## src/rtl/video_rotozoom_if.sv

```systemverilog
// rtl/video_rotozoom_if.sv - register, CPU write, SRAM and video signals of the rotozoom block
interface video_rotozoom_if #(
    parameter int CW = 8
);
    logic          reg_we;
    logic [2:0]    reg_addr;
    logic [15:0]   reg_wdata;

    logic          cpu_wreq;
    logic [18:0]   cpu_waddr;
    logic [7:0]    cpu_wdata;
    logic          cpu_wready;

    logic [15:0]   sram_dq;
    logic [17:0]   sram_addr;
    logic          sram_oe_n;
    logic          sram_we_n;
    logic          sram_lb_n;
    logic          sram_ub_n;

    logic [CW-1:0] r;
    logic [CW-1:0] g;
    logic [CW-1:0] b;
    logic          hs;
    logic          vs;
    logic          de;
    logic          frame_irq;

    modport master (
        output reg_we, reg_addr, reg_wdata,
        output cpu_wreq, cpu_waddr, cpu_wdata,
        input  cpu_wready,
        output sram_dq,
        input  sram_addr, sram_oe_n, sram_we_n, sram_lb_n, sram_ub_n,
        input  r, g, b, hs, vs, de, frame_irq
    );

    modport slave (
        input  reg_we, reg_addr, reg_wdata,
        input  cpu_wreq, cpu_waddr, cpu_wdata,
        output cpu_wready,
        input  sram_dq,
        output sram_addr, sram_oe_n, sram_we_n, sram_lb_n, sram_ub_n,
        output r, g, b, hs, vs, de, frame_irq
    );
endinterface

```

## src/rtl/video_rotozoom.sv

```systemverilog
// rtl/video_rotozoom.sv - programmable raster timing with affine SRAM bitmap fetch and CPU write FIFO
module video_rotozoom #(
    parameter int H_FRONT     = 48,
    parameter int H_SYNC      = 112,
    parameter int H_BACK      = 248,
    parameter int H_VIS       = 1280,
    parameter int V_FRONT     = 1,
    parameter int V_SYNC      = 3,
    parameter int V_BACK      = 38,
    parameter int V_VIS       = 1024,
    parameter int FRAC        = 12,
    parameter int WFIFO_DEPTH = 4,
    parameter int CW          = 8
) (
    input  logic             clk,
    input  logic             rst_n,
    video_rotozoom_if.slave  bus
);
    localparam int HTOT = H_FRONT + H_SYNC + H_BACK + H_VIS;
    localparam int VTOT = V_FRONT + V_SYNC + V_BACK + V_VIS;
    localparam int HVS  = H_FRONT + H_SYNC + H_BACK;
    localparam int VVS  = V_FRONT + V_SYNC + V_BACK;
    localparam int HW   = $clog2(HTOT);
    localparam int VW   = $clog2(VTOT);
    localparam int AW   = 9 + FRAC + 4;
    localparam int PW   = $clog2(WFIFO_DEPTH);

    logic [HW-1:0] hcnt, hcnt_nxt;
    logic [VW-1:0] vcnt, vcnt_nxt;
    logic          h_last, v_last, frame_last;
    logic          vis_line, win, fetch_start;

    assign h_last      = (hcnt == HW'(HTOT - 1));
    assign v_last      = (vcnt == VW'(VTOT - 1));
    assign frame_last  = h_last && v_last;
    assign vis_line    = (vcnt >= VW'(VVS));
    assign win         = vis_line && (hcnt >= HW'(HVS - 3)) && (hcnt <= HW'(HTOT - 4));
    assign fetch_start = vis_line && (hcnt == HW'(HVS - 3));

    always_comb begin
        hcnt_nxt = h_last ? '0 : hcnt + 1'b1;
        vcnt_nxt = vcnt;
        if (h_last) begin
            vcnt_nxt = v_last ? '0 : vcnt + 1'b1;
        end
    end

    always_ff @(posedge clk or negedge rst_n) begin
        if (!rst_n) begin
            hcnt <= '0;
            vcnt <= '0;
        end else begin
            hcnt <= hcnt_nxt;
            vcnt <= vcnt_nxt;
        end
    end

    // Sync/de/irq are registered from the next counter value so they line up with hcnt itself.
    logic hs_q, vs_q, de_q, irq_q;

    always_ff @(posedge clk or negedge rst_n) begin
        if (!rst_n) begin
            hs_q  <= 1'b1;
            vs_q  <= 1'b1;
            de_q  <= 1'b0;
            irq_q <= 1'b0;
        end else begin
            hs_q  <= !((hcnt_nxt >= HW'(H_FRONT)) && (hcnt_nxt < HW'(H_FRONT + H_SYNC)));
            vs_q  <= !((vcnt_nxt >= VW'(V_FRONT)) && (vcnt_nxt < VW'(V_FRONT + V_SYNC)));
            de_q  <= (hcnt_nxt >= HW'(HVS)) && (vcnt_nxt >= VW'(VVS));
            irq_q <= (hcnt_nxt == '0) && (vcnt_nxt == '0);
        end
    end

    logic [15:0] start_x, start_y, step_x, step_y;
    logic [1:0]  ctrl;
    logic [14:0] border;
    logic [15:0] sh_step_x, sh_step_y;
    logic        sh_en, sh_clamp;
    logic [14:0] sh_border;

    always_ff @(posedge clk or negedge rst_n) begin
        if (!rst_n) begin
            start_x <= '0;
            start_y <= '0;
            step_x  <= 16'(1 << FRAC);
            step_y  <= '0;
            ctrl    <= '0;
            border  <= '0;
        end else if (bus.reg_we) begin
            case (bus.reg_addr)
                3'd0:    start_x <= bus.reg_wdata;
                3'd1:    start_y <= bus.reg_wdata;
                3'd2:    step_x  <= bus.reg_wdata;
                3'd3:    step_y  <= bus.reg_wdata;
                3'd4:    ctrl    <= bus.reg_wdata[1:0];
                3'd5:    border  <= bus.reg_wdata[14:0];
                default: ;
            endcase
        end
    end

    always_ff @(posedge clk or negedge rst_n) begin
        if (!rst_n) begin
            sh_step_x <= 16'(1 << FRAC);
            sh_step_y <= '0;
            sh_en     <= 1'b0;
            sh_clamp  <= 1'b0;
            sh_border <= '0;
        end else if (frame_last) begin
            sh_step_x <= step_x;
            sh_step_y <= step_y;
            sh_en     <= ctrl[0];
            sh_clamp  <= ctrl[1];
            sh_border <= border;
        end
    end

    logic signed [AW-1:0] line_x, line_y, pix_x, pix_y, cur_x, cur_y;
    logic signed [AW-1:0] dx, dy, load_x, load_y;
    logic                 oob;

    assign dx     = AW'($signed(sh_step_x));
    assign dy     = AW'($signed(sh_step_y));
    assign load_x = AW'($signed(start_x)) <<< FRAC;
    assign load_y = AW'($signed(start_y)) <<< FRAC;
    assign cur_x  = fetch_start ? line_x : pix_x;
    assign cur_y  = fetch_start ? line_y : pix_y;
    assign oob    = (|cur_x[AW-1:FRAC+9]) || (|cur_y[AW-1:FRAC+9]);

    // Line start walks perpendicular to the pixel step: (-STEP_Y, STEP_X).
    always_ff @(posedge clk or negedge rst_n) begin
        if (!rst_n) begin
            line_x <= '0;
            line_y <= '0;
            pix_x  <= '0;
            pix_y  <= '0;
        end else begin
            if (frame_last) begin
                line_x <= load_x;
                line_y <= load_y;
            end else if (fetch_start) begin
                line_x <= line_x - dy;
                line_y <= line_y + dx;
            end
            if (win) begin
                pix_x <= cur_x + dx;
                pix_y <= cur_y + dy;
            end
        end
    end

    logic [18:0] fifo_addr [WFIFO_DEPTH];
    logic [PW:0] wr_ptr, rd_ptr;
    logic        fifo_full, fifo_empty, push, pop;
    logic [18:0] head_addr;

    assign fifo_empty     = (wr_ptr == rd_ptr);
    assign fifo_full      = (wr_ptr[PW] != rd_ptr[PW]) && (wr_ptr[PW-1:0] == rd_ptr[PW-1:0]);
    assign push           = bus.cpu_wreq && !fifo_full;
    assign pop            = !win && !fifo_empty;
    assign head_addr      = fifo_addr[rd_ptr[PW-1:0]];
    assign bus.cpu_wready = !fifo_full;

    always_ff @(posedge clk) begin
        if (push) begin
            fifo_addr[wr_ptr[PW-1:0]] <= bus.cpu_waddr;
        end
    end

    always_ff @(posedge clk or negedge rst_n) begin
        if (!rst_n) begin
            wr_ptr <= '0;
            rd_ptr <= '0;
        end else begin
            if (push) wr_ptr <= wr_ptr + 1'b1;
            if (pop)  rd_ptr <= rd_ptr + 1'b1;
        end
    end

    // Stage 1: SRAM control register; the fetch window always wins over FIFO drain.
    logic [17:0] sram_addr_q;
    logic        oe_n_q, we_n_q, lb_n_q, ub_n_q;
    logic        p1, use1, p2, use2;
    logic [14:0] dq_q;

    always_ff @(posedge clk or negedge rst_n) begin
        if (!rst_n) begin
            sram_addr_q <= '0;
            oe_n_q      <= 1'b1;
            we_n_q      <= 1'b1;
            lb_n_q      <= 1'b1;
            ub_n_q      <= 1'b1;
            p1          <= 1'b0;
            use1        <= 1'b0;
        end else begin
            p1   <= win;
            use1 <= win && sh_en && !(sh_clamp && oob);
            if (win) begin
                sram_addr_q <= {cur_y[FRAC+8:FRAC], cur_x[FRAC+8:FRAC]};
                oe_n_q      <= !sh_en;
                we_n_q      <= 1'b1;
                lb_n_q      <= !sh_en;
                ub_n_q      <= !sh_en;
            end else if (pop) begin
                sram_addr_q <= head_addr[18:1];
                oe_n_q      <= 1'b1;
                we_n_q      <= 1'b0;
                lb_n_q      <= head_addr[0];
                ub_n_q      <= !head_addr[0];
            end else begin
                oe_n_q      <= 1'b1;
                we_n_q      <= 1'b1;
                lb_n_q      <= 1'b1;
                ub_n_q      <= 1'b1;
            end
        end
    end

    function automatic logic [CW-1:0] chan(input logic [4:0] c);
        return CW'(c) << (CW - 5);
    endfunction

    logic [CW-1:0] r_q, g_q, b_q;
    logic [14:0]   pix;

    assign pix = use2 ? dq_q : sh_border;

    // Stage 2 samples dq; stage 3 forms the colour, zero outside the pixel slots.
    always_ff @(posedge clk or negedge rst_n) begin
        if (!rst_n) begin
            p2   <= 1'b0;
            use2 <= 1'b0;
            dq_q <= '0;
            r_q  <= '0;
            g_q  <= '0;
            b_q  <= '0;
        end else begin
            p2   <= p1;
            use2 <= use1;
            dq_q <= bus.sram_dq[14:0];
            r_q  <= p2 ? chan(pix[14:10]) : '0;
            g_q  <= p2 ? chan(pix[9:5])   : '0;
            b_q  <= p2 ? chan(pix[4:0])   : '0;
        end
    end

    assign bus.sram_addr = sram_addr_q;
    assign bus.sram_oe_n = oe_n_q;
    assign bus.sram_we_n = we_n_q;
    assign bus.sram_lb_n = lb_n_q;
    assign bus.sram_ub_n = ub_n_q;
    assign bus.r         = r_q;
    assign bus.g         = g_q;
    assign bus.b         = b_q;
    assign bus.hs        = hs_q;
    assign bus.vs        = vs_q;
    assign bus.de        = de_q;
    assign bus.frame_irq = irq_q;
endmodule

```

## src/flat_wrapper.sv

```systemverilog
// flat-port wrapper written by rule: the top's interface ports become plain ports
module video_rotozoom_flat 
#(
    parameter int H_FRONT     = 48,
    parameter int H_SYNC      = 112,
    parameter int H_BACK      = 248,
    parameter int H_VIS       = 1280,
    parameter int V_FRONT     = 1,
    parameter int V_SYNC      = 3,
    parameter int V_BACK      = 38,
    parameter int V_VIS       = 1024,
    parameter int FRAC        = 12,
    parameter int WFIFO_DEPTH = 4,
    parameter int CW          = 8
)
  (clk, rst_n, bus_reg_we, bus_reg_addr, bus_reg_wdata, bus_cpu_wreq, bus_cpu_waddr, bus_cpu_wdata, bus_cpu_wready, bus_sram_dq, bus_sram_addr, bus_sram_oe_n, bus_sram_we_n, bus_sram_lb_n, bus_sram_ub_n, bus_r, bus_g, bus_b, bus_hs, bus_vs, bus_de, bus_frame_irq);
  video_rotozoom_if #(.CW(CW)) bus_i ();
  input  logic clk;
  input  logic rst_n;
  input wire logic [$bits(bus_i.reg_we)-1:0] bus_reg_we;
  input wire logic [$bits(bus_i.reg_addr)-1:0] bus_reg_addr;
  input wire logic [$bits(bus_i.reg_wdata)-1:0] bus_reg_wdata;
  input wire logic [$bits(bus_i.cpu_wreq)-1:0] bus_cpu_wreq;
  input wire logic [$bits(bus_i.cpu_waddr)-1:0] bus_cpu_waddr;
  input wire logic [$bits(bus_i.cpu_wdata)-1:0] bus_cpu_wdata;
  output wire logic [$bits(bus_i.cpu_wready)-1:0] bus_cpu_wready;
  input wire logic [$bits(bus_i.sram_dq)-1:0] bus_sram_dq;
  output wire logic [$bits(bus_i.sram_addr)-1:0] bus_sram_addr;
  output wire logic [$bits(bus_i.sram_oe_n)-1:0] bus_sram_oe_n;
  output wire logic [$bits(bus_i.sram_we_n)-1:0] bus_sram_we_n;
  output wire logic [$bits(bus_i.sram_lb_n)-1:0] bus_sram_lb_n;
  output wire logic [$bits(bus_i.sram_ub_n)-1:0] bus_sram_ub_n;
  output wire logic [$bits(bus_i.r)-1:0] bus_r;
  output wire logic [$bits(bus_i.g)-1:0] bus_g;
  output wire logic [$bits(bus_i.b)-1:0] bus_b;
  output wire logic [$bits(bus_i.hs)-1:0] bus_hs;
  output wire logic [$bits(bus_i.vs)-1:0] bus_vs;
  output wire logic [$bits(bus_i.de)-1:0] bus_de;
  output wire logic [$bits(bus_i.frame_irq)-1:0] bus_frame_irq;
  assign bus_i.reg_we = bus_reg_we;
  assign bus_i.reg_addr = bus_reg_addr;
  assign bus_i.reg_wdata = bus_reg_wdata;
  assign bus_i.cpu_wreq = bus_cpu_wreq;
  assign bus_i.cpu_waddr = bus_cpu_waddr;
  assign bus_i.cpu_wdata = bus_cpu_wdata;
  assign bus_cpu_wready = bus_i.cpu_wready;
  assign bus_i.sram_dq = bus_sram_dq;
  assign bus_sram_addr = bus_i.sram_addr;
  assign bus_sram_oe_n = bus_i.sram_oe_n;
  assign bus_sram_we_n = bus_i.sram_we_n;
  assign bus_sram_lb_n = bus_i.sram_lb_n;
  assign bus_sram_ub_n = bus_i.sram_ub_n;
  assign bus_r = bus_i.r;
  assign bus_g = bus_i.g;
  assign bus_b = bus_i.b;
  assign bus_hs = bus_i.hs;
  assign bus_vs = bus_i.vs;
  assign bus_de = bus_i.de;
  assign bus_frame_irq = bus_i.frame_irq;
  video_rotozoom #(.H_FRONT(H_FRONT), .H_SYNC(H_SYNC), .H_BACK(H_BACK), .H_VIS(H_VIS), .V_FRONT(V_FRONT), .V_SYNC(V_SYNC), .V_BACK(V_BACK), .V_VIS(V_VIS), .FRAC(FRAC), .WFIFO_DEPTH(WFIFO_DEPTH), .CW(CW)) u_core (.clk(clk), .rst_n(rst_n), .bus(bus_i));
endmodule
```

## config.mk

```make
export PLATFORM = sky130hd
export DESIGN_NAME = video_rotozoom_flat
export DESIGN_NICKNAME = d
export VERILOG_FILES = /design/src/rtl/video_rotozoom_if.sv /design/src/rtl/video_rotozoom.sv /design/src/flat_wrapper.sv
export SDC_FILE = /design/constraint.sdc
export NUM_CORES = 1
export LEC_CHECK = 0
export CAP_MARGIN = 20
export CELL_PAD_IN_SITES_DETAIL_PLACEMENT = 1
export CELL_PAD_IN_SITES_GLOBAL_PLACEMENT = 1
export CORE_ASPECT_RATIO = 1.5
export CORE_MARGIN = 2
export CORE_UTILIZATION = 48
export DETAILED_ROUTE_END_ITERATION = 16
export HOLD_SLACK_MARGIN = 0.12
export PLACE_DENSITY_LB_ADDON = 0.2
export SETUP_SLACK_MARGIN = 0.3
export SLEW_MARGIN = 20
export SYNTH_ARGS = -nofsm -noshare
export SYNTH_HDL_FRONTEND = slang
export SYNTH_SLANG_ARGS = --single-unit
```

## constraint.sdc

```tcl
create_clock -name clk -period 5.8 [get_ports clk]
set_input_delay 1.74 -clock clk [delete_from_list [all_inputs] [get_ports clk]]
set_output_delay 1.74 -clock clk [all_outputs]
set_load 0.02 [all_outputs]
```

==> impl_metrics.env, run 1 <==
export IMPL_cts_buffers_inserted=40
export IMPL_path_clk_slew_ns=0.06
export IMPL_worstSetupStartpointType="register"
export IMPL_clock_latency_ns=0.57
export IMPL_worstSetupEndpointType="register"
export IMPL_p_total_mw=7.541
export IMPL_cts_buffer_depth=3
export IMPL_drv_slew=0
export IMPL_tritoncts="built"
export IMPL_die_h_um=254.4
export IMPL_antenna_found_initial=0
export IMPL_wl_per_cell_um=21.63
export IMPL_ys_ff_latch=388
export IMPL_vdd_drop_max_v=0.0003270
export IMPL_holdBufCountCts=0
export IMPL_seq_area_frac_synth=0.5034
export IMPL_p_leak_nw=10.46
export IMPL_required_ns=6.23
export IMPL_finalHoldViolCount=0
export IMPL_synthCells=1944
export IMPL_syn_avg_cell_area_um2=10.32
export IMPL_final_common_cell="nand2_1"
export IMPL_cp_common_cell="o21ai_0"
export IMPL_yosysWarnings=0
export IMPL_place_detailed_hpwl_um=40130
export IMPL_grt_start_max_net_pins=118
export IMPL_path_class="register to register"
export IMPL_reg2reg_slack_ns=0.86
export IMPL_h_tree_depth=2
export IMPL_gp_congestion=0.8769
export IMPL_numPortBuffers=98
export IMPL_placedCellCount=2545
export IMPL_synthToLayoutAreaGrowth_pct=15.70
export IMPL_worst_path_max_fanout=24
export IMPL_synth_edf_count=76
export IMPL_initial_core_util=0.4868
export IMPL_skew_ns=0.03333
export IMPL_drt_iter0_markers=584
export IMPL_firstDrtPassIters=5
export IMPL_period_needed_ns=4.937
export IMPL_status="complete, no violations"
export IMPL_synthFlopType="dfrtp_1"
export IMPL_finalSetupViolCount=0
export IMPL_whs_ns=0.3630
export IMPL_rsz0062_at_grt="false"
export IMPL_grt_pass1_wl_um=89550
export IMPL_drive_above_1_share=0.1099
export IMPL_worst_slew_pin_slew_ns=1.048
export IMPL_nets=2210
export IMPL_hp_class="register to register"
export IMPL_cts_root_buf="clkbuf_16"
export IMPL_finalCritPeriodShare=0.8513
export IMPL_vias=15090
export IMPL_cp_slowest_cell="a2111oi_2"
export IMPL_crit_arrival_ns=5.37
export IMPL_max_stage_delay_ns=0.49
export IMPL_final_cell_mix="380 x nand2_1, 304 x dfrtp_1, 160 x o21ai_0, 107 x ha_1, 99 x a21oi_1"
export IMPL_slew_headroom=0.3011
export IMPL_power_density_nw_per_um2=324.9
export IMPL_vias_per_cell=5.752
export IMPL_place_area_um2=21640
export IMPL_core_area_um2=41220
export IMPL_die_width_um=170.9
export IMPL_stdcell_area_um2=23210
export IMPL_drt_total_wl_um=56740
export IMPL_fin_tns_setup_ns=0
export IMPL_drtAntennaViolNets=0
export IMPL_dieArea_um2=43490
export IMPL_remaining_drc_errors=0
export IMPL_cts_sinks=388
export IMPL_io_pins=117
export IMPL_grt_pass1_vias=16430
export IMPL_max_cap_violations=0
export IMPL_fmax_mhz=202.5
export IMPL_synth_async_reset_ratio=0.8041
export IMPL_synth_area_um2=20060
export IMPL_finalNonFillerCells=2623
export IMPL_gr_usage_all_layers=0.2651
export IMPL_cp_cell_sequence="inv_1 > ha_1 > o31a_1 > o21ai_0 > nand3b_1 > and3_4 > nand2_1 > nand2_1 > ha_1 > a21o_1 > a21oi_1 > o21ai_0 > a41o_1 > o31ai_1 > a31oi_1 > a2111oi_2 > a211oi_1 > xnor2_1 > o21ai_0"
export IMPL_overflow=0
export IMPL_rows=91
export IMPL_antennaDiodeCount=0
export IMPL_yosysUniqueCellTypes=76
## repair_timing
item / in CTS / in global routing
buffers inserted: 0 / 2
resized for setup: 0 / 2
endpoints found under the setup margin: 0 / 2
## critical path, delay by kind of cell, from the launching register on
| family | cells | cell delay, ns |
|---|---|---|
| adder cells (fa/ha/maj) | 2 | 0.41 |
| flip-flops | 1 | 0.44 |
| XOR/XNOR | 1 | 0.18 |
| buffers and inverters | 1 | 0.07 |
| AND/OR/NAND/NOR | 4 | 0.86 |
| AO/OA/AOI/OAI | 11 | 2.84 |
## sequential cells by signal, indices dropped and copies added (netlist names), 15 cells and up
register              cells
u_core.sh_step_x         16
u_core.step_y            16
u_core.sh_step_y         16
u_core.dq_q              15
u_core.step_x            16
u_core.line_x            25
u_core.pix_y             25
u_core.line_y            25
u_core.pix_x             25
u_core.sh_border         15
u_core.bus.sram_addr     18
u_core.fifo_addr         76
u_core.border            15
## Yosys cell counts (4+ instances only)
| library cell | n | area share |
|---|---|---|
| nand2b_1 | 14 | 0.0044 |
| a211oi_1 | 10 | 0.0037 |
| buf_4 | 9 | 0.0034 |
| nor3_1 | 22 | 0.0055 |
| nand4b_1 | 4 | 0.0017 |
| buf_1 | 14 | 0.0026 |
| edfxtp_1 | 76 | 0.11 |
| a21oi_1 | 99 | 0.025 |
| and3_1 | 16 | 0.0050 |
| a22oi_1 | 20 | 0.0075 |
| nor2_1 | 87 | 0.016 |
| and2_1 | 5 | 0.0016 |
| xor2_1 | 49 | 0.021 |
| dfrtp_1 | 304 | 0.38 |
| o31ai_1 | 9 | 0.0034 |
| nor2b_1 | 27 | 0.0084 |
| a221oi_1 | 4 | 0.0017 |
| nand3_1 | 48 | 0.012 |
| nand2_1 | 381 | 0.071 |
| inv_1 | 60 | 0.011 |
| o21ai_0 | 160 | 0.040 |
| a21o_1 | 42 | 0.016 |
| ha_1 | 107 | 0.067 |
| o211ai_1 | 8 | 0.0030 |
| clkbuf_1 | 57 | 0.011 |
| fa_1 | 4 | 0.0040 |
| mux4_2 | 19 | 0.021 |
| nor3b_1 | 9 | 0.0034 |
| a21boi_0 | 4 | 0.0015 |
| dfstp_2 | 8 | 0.010 |
| a31oi_1 | 10 | 0.0031 |
| or3_1 | 6 | 0.0019 |
| o21a_1 | 17 | 0.0064 |
| nand4_1 | 9 | 0.0028 |
| o31a_1 | 4 | 0.0017 |
| o21bai_1 | 8 | 0.0030 |
| mux2_2 | 78 | 0.044 |
| xnor2_1 | 50 | 0.022 |
| mux2i_1 | 36 | 0.018 |
## report_power, final
group / internal, mW / total [mW] / switching (mW) / leakage [nW]
sequential: 3.15 / 3.36 / 0.207 / 4.78
clock: 1.84 / 2.99 / 1.15 / 0.730
combinational: 0.594 / 1.19 / 0.599 / 4.95
## cell families after synthesis
| kind of cell | Yosys count | synth area share |
|---|---|---|
| other cells | 1 | 0.0001869 |
| mux | 133 | 0.08306 |
| simple gates | 646 | 0.1424 |
| flops | 388 | 0.5034 |
| xor+xnor | 99 | 0.04322 |
| buf+inv | 145 | 0.02937 |
| fa+ha+maj | 111 | 0.07072 |
| compound gates | 421 | 0.1277 |
## final timing paths
| check | start | depth (start not counted) | endpoint |
|---|---|---|---|
| setup / recovery | u_core.vcnt[0] | 19 | u_core.pix_y[23] |
| max in group asynchronous | rst_n | 2 | u_core.bus.sram_addr[4] |
| hold reg to reg | u_core.use1 | 0 | u_core.use2 |
| hold / removal | u_core.use1 | 0 | u_core.use2 |
| setup reg to reg | u_core.vcnt[0] | 19 | u_core.pix_y[23] |
| min in group asynchronous | rst_n | 1 | u_core.sh_border[11] |
## layer usage
| layer | vias up | wire, um | track usage | part of all wire |
|---|---|---|---|---|
| li1 | 6992 | - | - | - |
| met5 | - | 0 | 0 | 0 |
| met1 | 7693 | 22310 | 0.3066 | 0.39 |
| met4 | 0 | 2026 | 0.09225 | 0.036 |
| met2 | 287 | 30490 | 0.5002 | 0.54 |
| met3 | 116 | 1916 | 0.03336 | 0.034 |
## area by class of cell
type / count / area [um^2]
Fill cell: 4470 / 18000
Sequential cell: 388 / 10100
Multi-Input combinational cell: 1420 / 9483
Timing Repair Buffer: 122 / 1186
Clock buffer: 48 / 1087
Tap cell: 558 / 698.2
Clock inverter: 26 / 431.7
Inverter: 61 / 229.0
## through the flow
step                      setup WS [ns]  utilization
after global placement           0.9157       0.5251
after CTS                        0.7443       0.5620
after global routing             0.3836       0.5632
after floorplan                   1.312            -
after detailed placement         0.7874       0.5251
final                            0.8627       0.5632
No activity file was read; power rests on OpenSTA's default activity.
==> run 2, diff against run 1 <==
--- a/config.mk
+++ b/config.mk
@@ -10,10 +10,11 @@
 export CELL_PAD_IN_SITES_GLOBAL_PLACEMENT = 1
 export CORE_ASPECT_RATIO = 1.5
 export CORE_MARGIN = 2
-export CORE_UTILIZATION = 48
+export CORE_UTILIZATION = 51
 export DETAILED_ROUTE_END_ITERATION = 16
+export DONT_BUFFER_PORTS = 1
 export HOLD_SLACK_MARGIN = 0.12
-export PLACE_DENSITY_LB_ADDON = 0.2
+export PLACE_DENSITY_LB_ADDON = 0.1
 export SETUP_SLACK_MARGIN = 0.3
 export SLEW_MARGIN = 20
 export SYNTH_ARGS = -nofsm -noshare
==> run 2 against run 1 <==
Clock skew decreased by 0.0085 ns. Flip-flop and latch count unchanged. Core utilization is 0.11 points lower.
==> impl_metrics.env, run 2 (synthesis gave the netlist of run 1 again) <==
export IMPL_crit_arrival_ns=5.47
export IMPL_place_detailed_hpwl_um=37080
export IMPL_hold_path_depth=0
export IMPL_hp_class="register to register"
export IMPL_highest_layer="met4"
export IMPL_nets=2104
export IMPL_die_width_um=166.0
export IMPL_drt_iter0_markers=689
export IMPL_worstSetupStartpointType="register"
export IMPL_placedCellCount=2383
export IMPL_cp_slowest_cell="or3b_2"
export IMPL_period_needed_ns=4.968
export IMPL_cp_cell_sequence="inv_1 > ha_1 > o31a_1 > o21ai_0 > nand3b_1 > and3_2 > nand2_1 > nand2_1 > ha_1 > inv_1 > fa_1 > nand2b_1 > a21oi_1 > or3b_2 > a31o_2 > a21oi_2 > o211ai_1 > a21oi_1 > xnor2_1 > mux2_2 > nor2_1"
export IMPL_vias_per_cell=5.857
export IMPL_drtAntennaViolNets=0
export IMPL_synthToLayoutAreaGrowth_pct=9.497
export IMPL_rsz0062_at_grt="false"
export IMPL_cts_buffers_inserted=42
export IMPL_grt_pass1_wl_um=85260
export IMPL_vdd_drop_max_v=0.0003750
export IMPL_grt_pass1_vias=15610
export IMPL_largest_reg_flops=76
export IMPL_hold_start="u_core.use1"
export IMPL_drt_total_wl_um=53090
export IMPL_whs_ns=0.3630
export IMPL_cts_resized=0
export IMPL_reg2reg_slack_ns=0.83
export IMPL_skew_ns=0.02484
export IMPL_worst_slew_pin_slew_ns=1.068
export IMPL_slew_headroom=0.2877
export IMPL_gp_congestion=0.8419
export IMPL_p_leak_nw=10.01
export IMPL_finalHoldViolCount=0
export IMPL_nFillCells=4215
export IMPL_wl_per_cell_um=21.57
export IMPL_worst_path_max_fanout=23
export IMPL_status="complete, no violations"
export IMPL_dieArea_um2=40980
export IMPL_drt_met1_wl_um=20880
export IMPL_tritoncts="built"
export IMPL_rows=89
export IMPL_grt_start_max_net_pins=313
export IMPL_power_density_nw_per_um2=320.0
export IMPL_holdBufCountCts=0
export IMPL_h_tree_depth=2
export IMPL_rr_endpoint="u_core.pix_y[24]"
export IMPL_path_clk_slew_ns=0.06
export IMPL_remaining_drc_errors=0
export IMPL_antenna_found_initial=0
export IMPL_cts_sinks=388
export IMPL_overflow=0
export IMPL_core_area_um2=39090
export IMPL_final_common_cell="nand2_1"
export IMPL_cts_buffer_depth=3
export IMPL_io_pins=117
export IMPL_vias=14410
export IMPL_post_cts_buffers=0
export IMPL_clock_latency_ns=0.57
export IMPL_fmax_mhz=201.3
export IMPL_fin_util=0.5621
export IMPL_max_stage_delay_ns=0.51
export IMPL_wl_met3_um=1871
export IMPL_max_cap_violations=0
export IMPL_finalNonFillerCells=2461
export IMPL_reg2regPathDepth=21
export IMPL_gr_usage_all_layers=0.2618
export IMPL_drive_above_1_share=0.1091
export IMPL_firstDrtPassIters=5
export IMPL_finalSetupViolCount=0
export IMPL_final_cell_mix="380 x nand2_1, 304 x dfrtp_1, 160 x o21ai_0, 107 x ha_1, 99 x a21oi_1"
export IMPL_cts_root_buf="clkbuf_16"
export IMPL_path_class="register to register"
export IMPL_r2r_start="u_core.vcnt[0]"
export IMPL_required_ns=6.30
export IMPL_finalCritPeriodShare=0.8565
export IMPL_drv_slew=0
export IMPL_worstSetupEndpointType="register"
export IMPL_numPortBuffers=0
export IMPL_die_h_um=246.9
export IMPL_antennaDiodeCount=0
export IMPL_hold_end="u_core.use2"
export IMPL_fin_tns_setup_ns=0
export IMPL_dr_wl_met2_um=28400
export IMPL_initial_core_util=0.5133
-- run 2: changes by cell type in the layout (fill, tap and decap cells not counted), sizes merged --
cell and delta:
clkdlybuf4s50 -97, nand3 -1, buf -10, bufinv -6, clkinv +5, inv +4, clkbuf +5, clkinvlp -4
-- run 2: metrics by stage --
step / area (um^2) / total power [mW] / setup WS (ns)
detailed placement: 20550 / 4.328 / 0.7529
finish: 21970 / 7.031 / 0.8324
CTS: 21960 / 7.121 / 0.7018
global placement: 20530 / 4.269 / 0.8758
floorplan: 20090 / 4.102 / 1.312
global route: 21970 / 7.317 / 0.4519
-- run 2: report_power, final --
group,switching (mW),leakage (nW),internal [mW]
logic,0.380,4.54,0.429
clock network,1.15,0.699,1.62
registers,0.298,4.78,3.15
total,1.83,10.0,5.20
-- run 2: layout make-up --
cell class	instances	area (um^2)	area share
inverter	61	229.0	0.01042
multi-input combinational	1419	9468	0.4309
clock buffer	53	1132	0.05154
timing repair buffer	15	132.6	0.006037
sequential	388	10100	0.4597
clock inverter	25	282.8	0.01287
tap	500	625.6	0.02848
-- run 2: how the worst max path moves through the flow --
stage | to | cells past startpoint | from
4_1_cts | u_core.pix_x[24] | 21 | u_core.vcnt[0]
6_report | u_core.pix_y[24] | 21 | u_core.vcnt[0]
2_1_floorplan | u_core.pix_x[24] | 24 | u_core.vcnt[0]
3_5_place_dp | u_core.pix_x[24] | 21 | u_core.vcnt[0]
5_1_grt | u_core.pix_x[24] | 19 | u_core.vcnt[0]
3_3_place_gp | u_core.pix_y[23] | 19 | u_core.vcnt[0]
-- run 2: metal layers --
layer,vias up,global-route usage
met2,234,0.4993
met3,99,0.04193
met5,-,0
li1,6767,-
met1,7313,0.2917
met4,0,0.09847
-- run 2: critical path, delay by kind of cell, from the launching register on --
kind / cells / cell delay [ns]
compound gates: 7 / 1.43
xor+xnor: 1 / 0.19
fa+ha+maj: 3 / 0.61
buf+inv: 2 / 0.14
flops: 1 / 0.44
mux: 1 / 0.36
simple gates: 7 / 1.74
==> run 3, diff against run 2 <==
--- a/config.mk
+++ b/config.mk
@@ -16,6 +16,7 @@
 export HOLD_SLACK_MARGIN = 0.12
 export PLACE_DENSITY_LB_ADDON = 0.1
 export SETUP_SLACK_MARGIN = 0.3
+export SKIP_CTS_REPAIR_TIMING = 1
 export SLEW_MARGIN = 20
 export SYNTH_ARGS = -nofsm -noshare
 export SYNTH_HDL_FRONTEND = slang
==> results of run 3 <==
Final layout, timing and power as in run 2 (identical DEF).
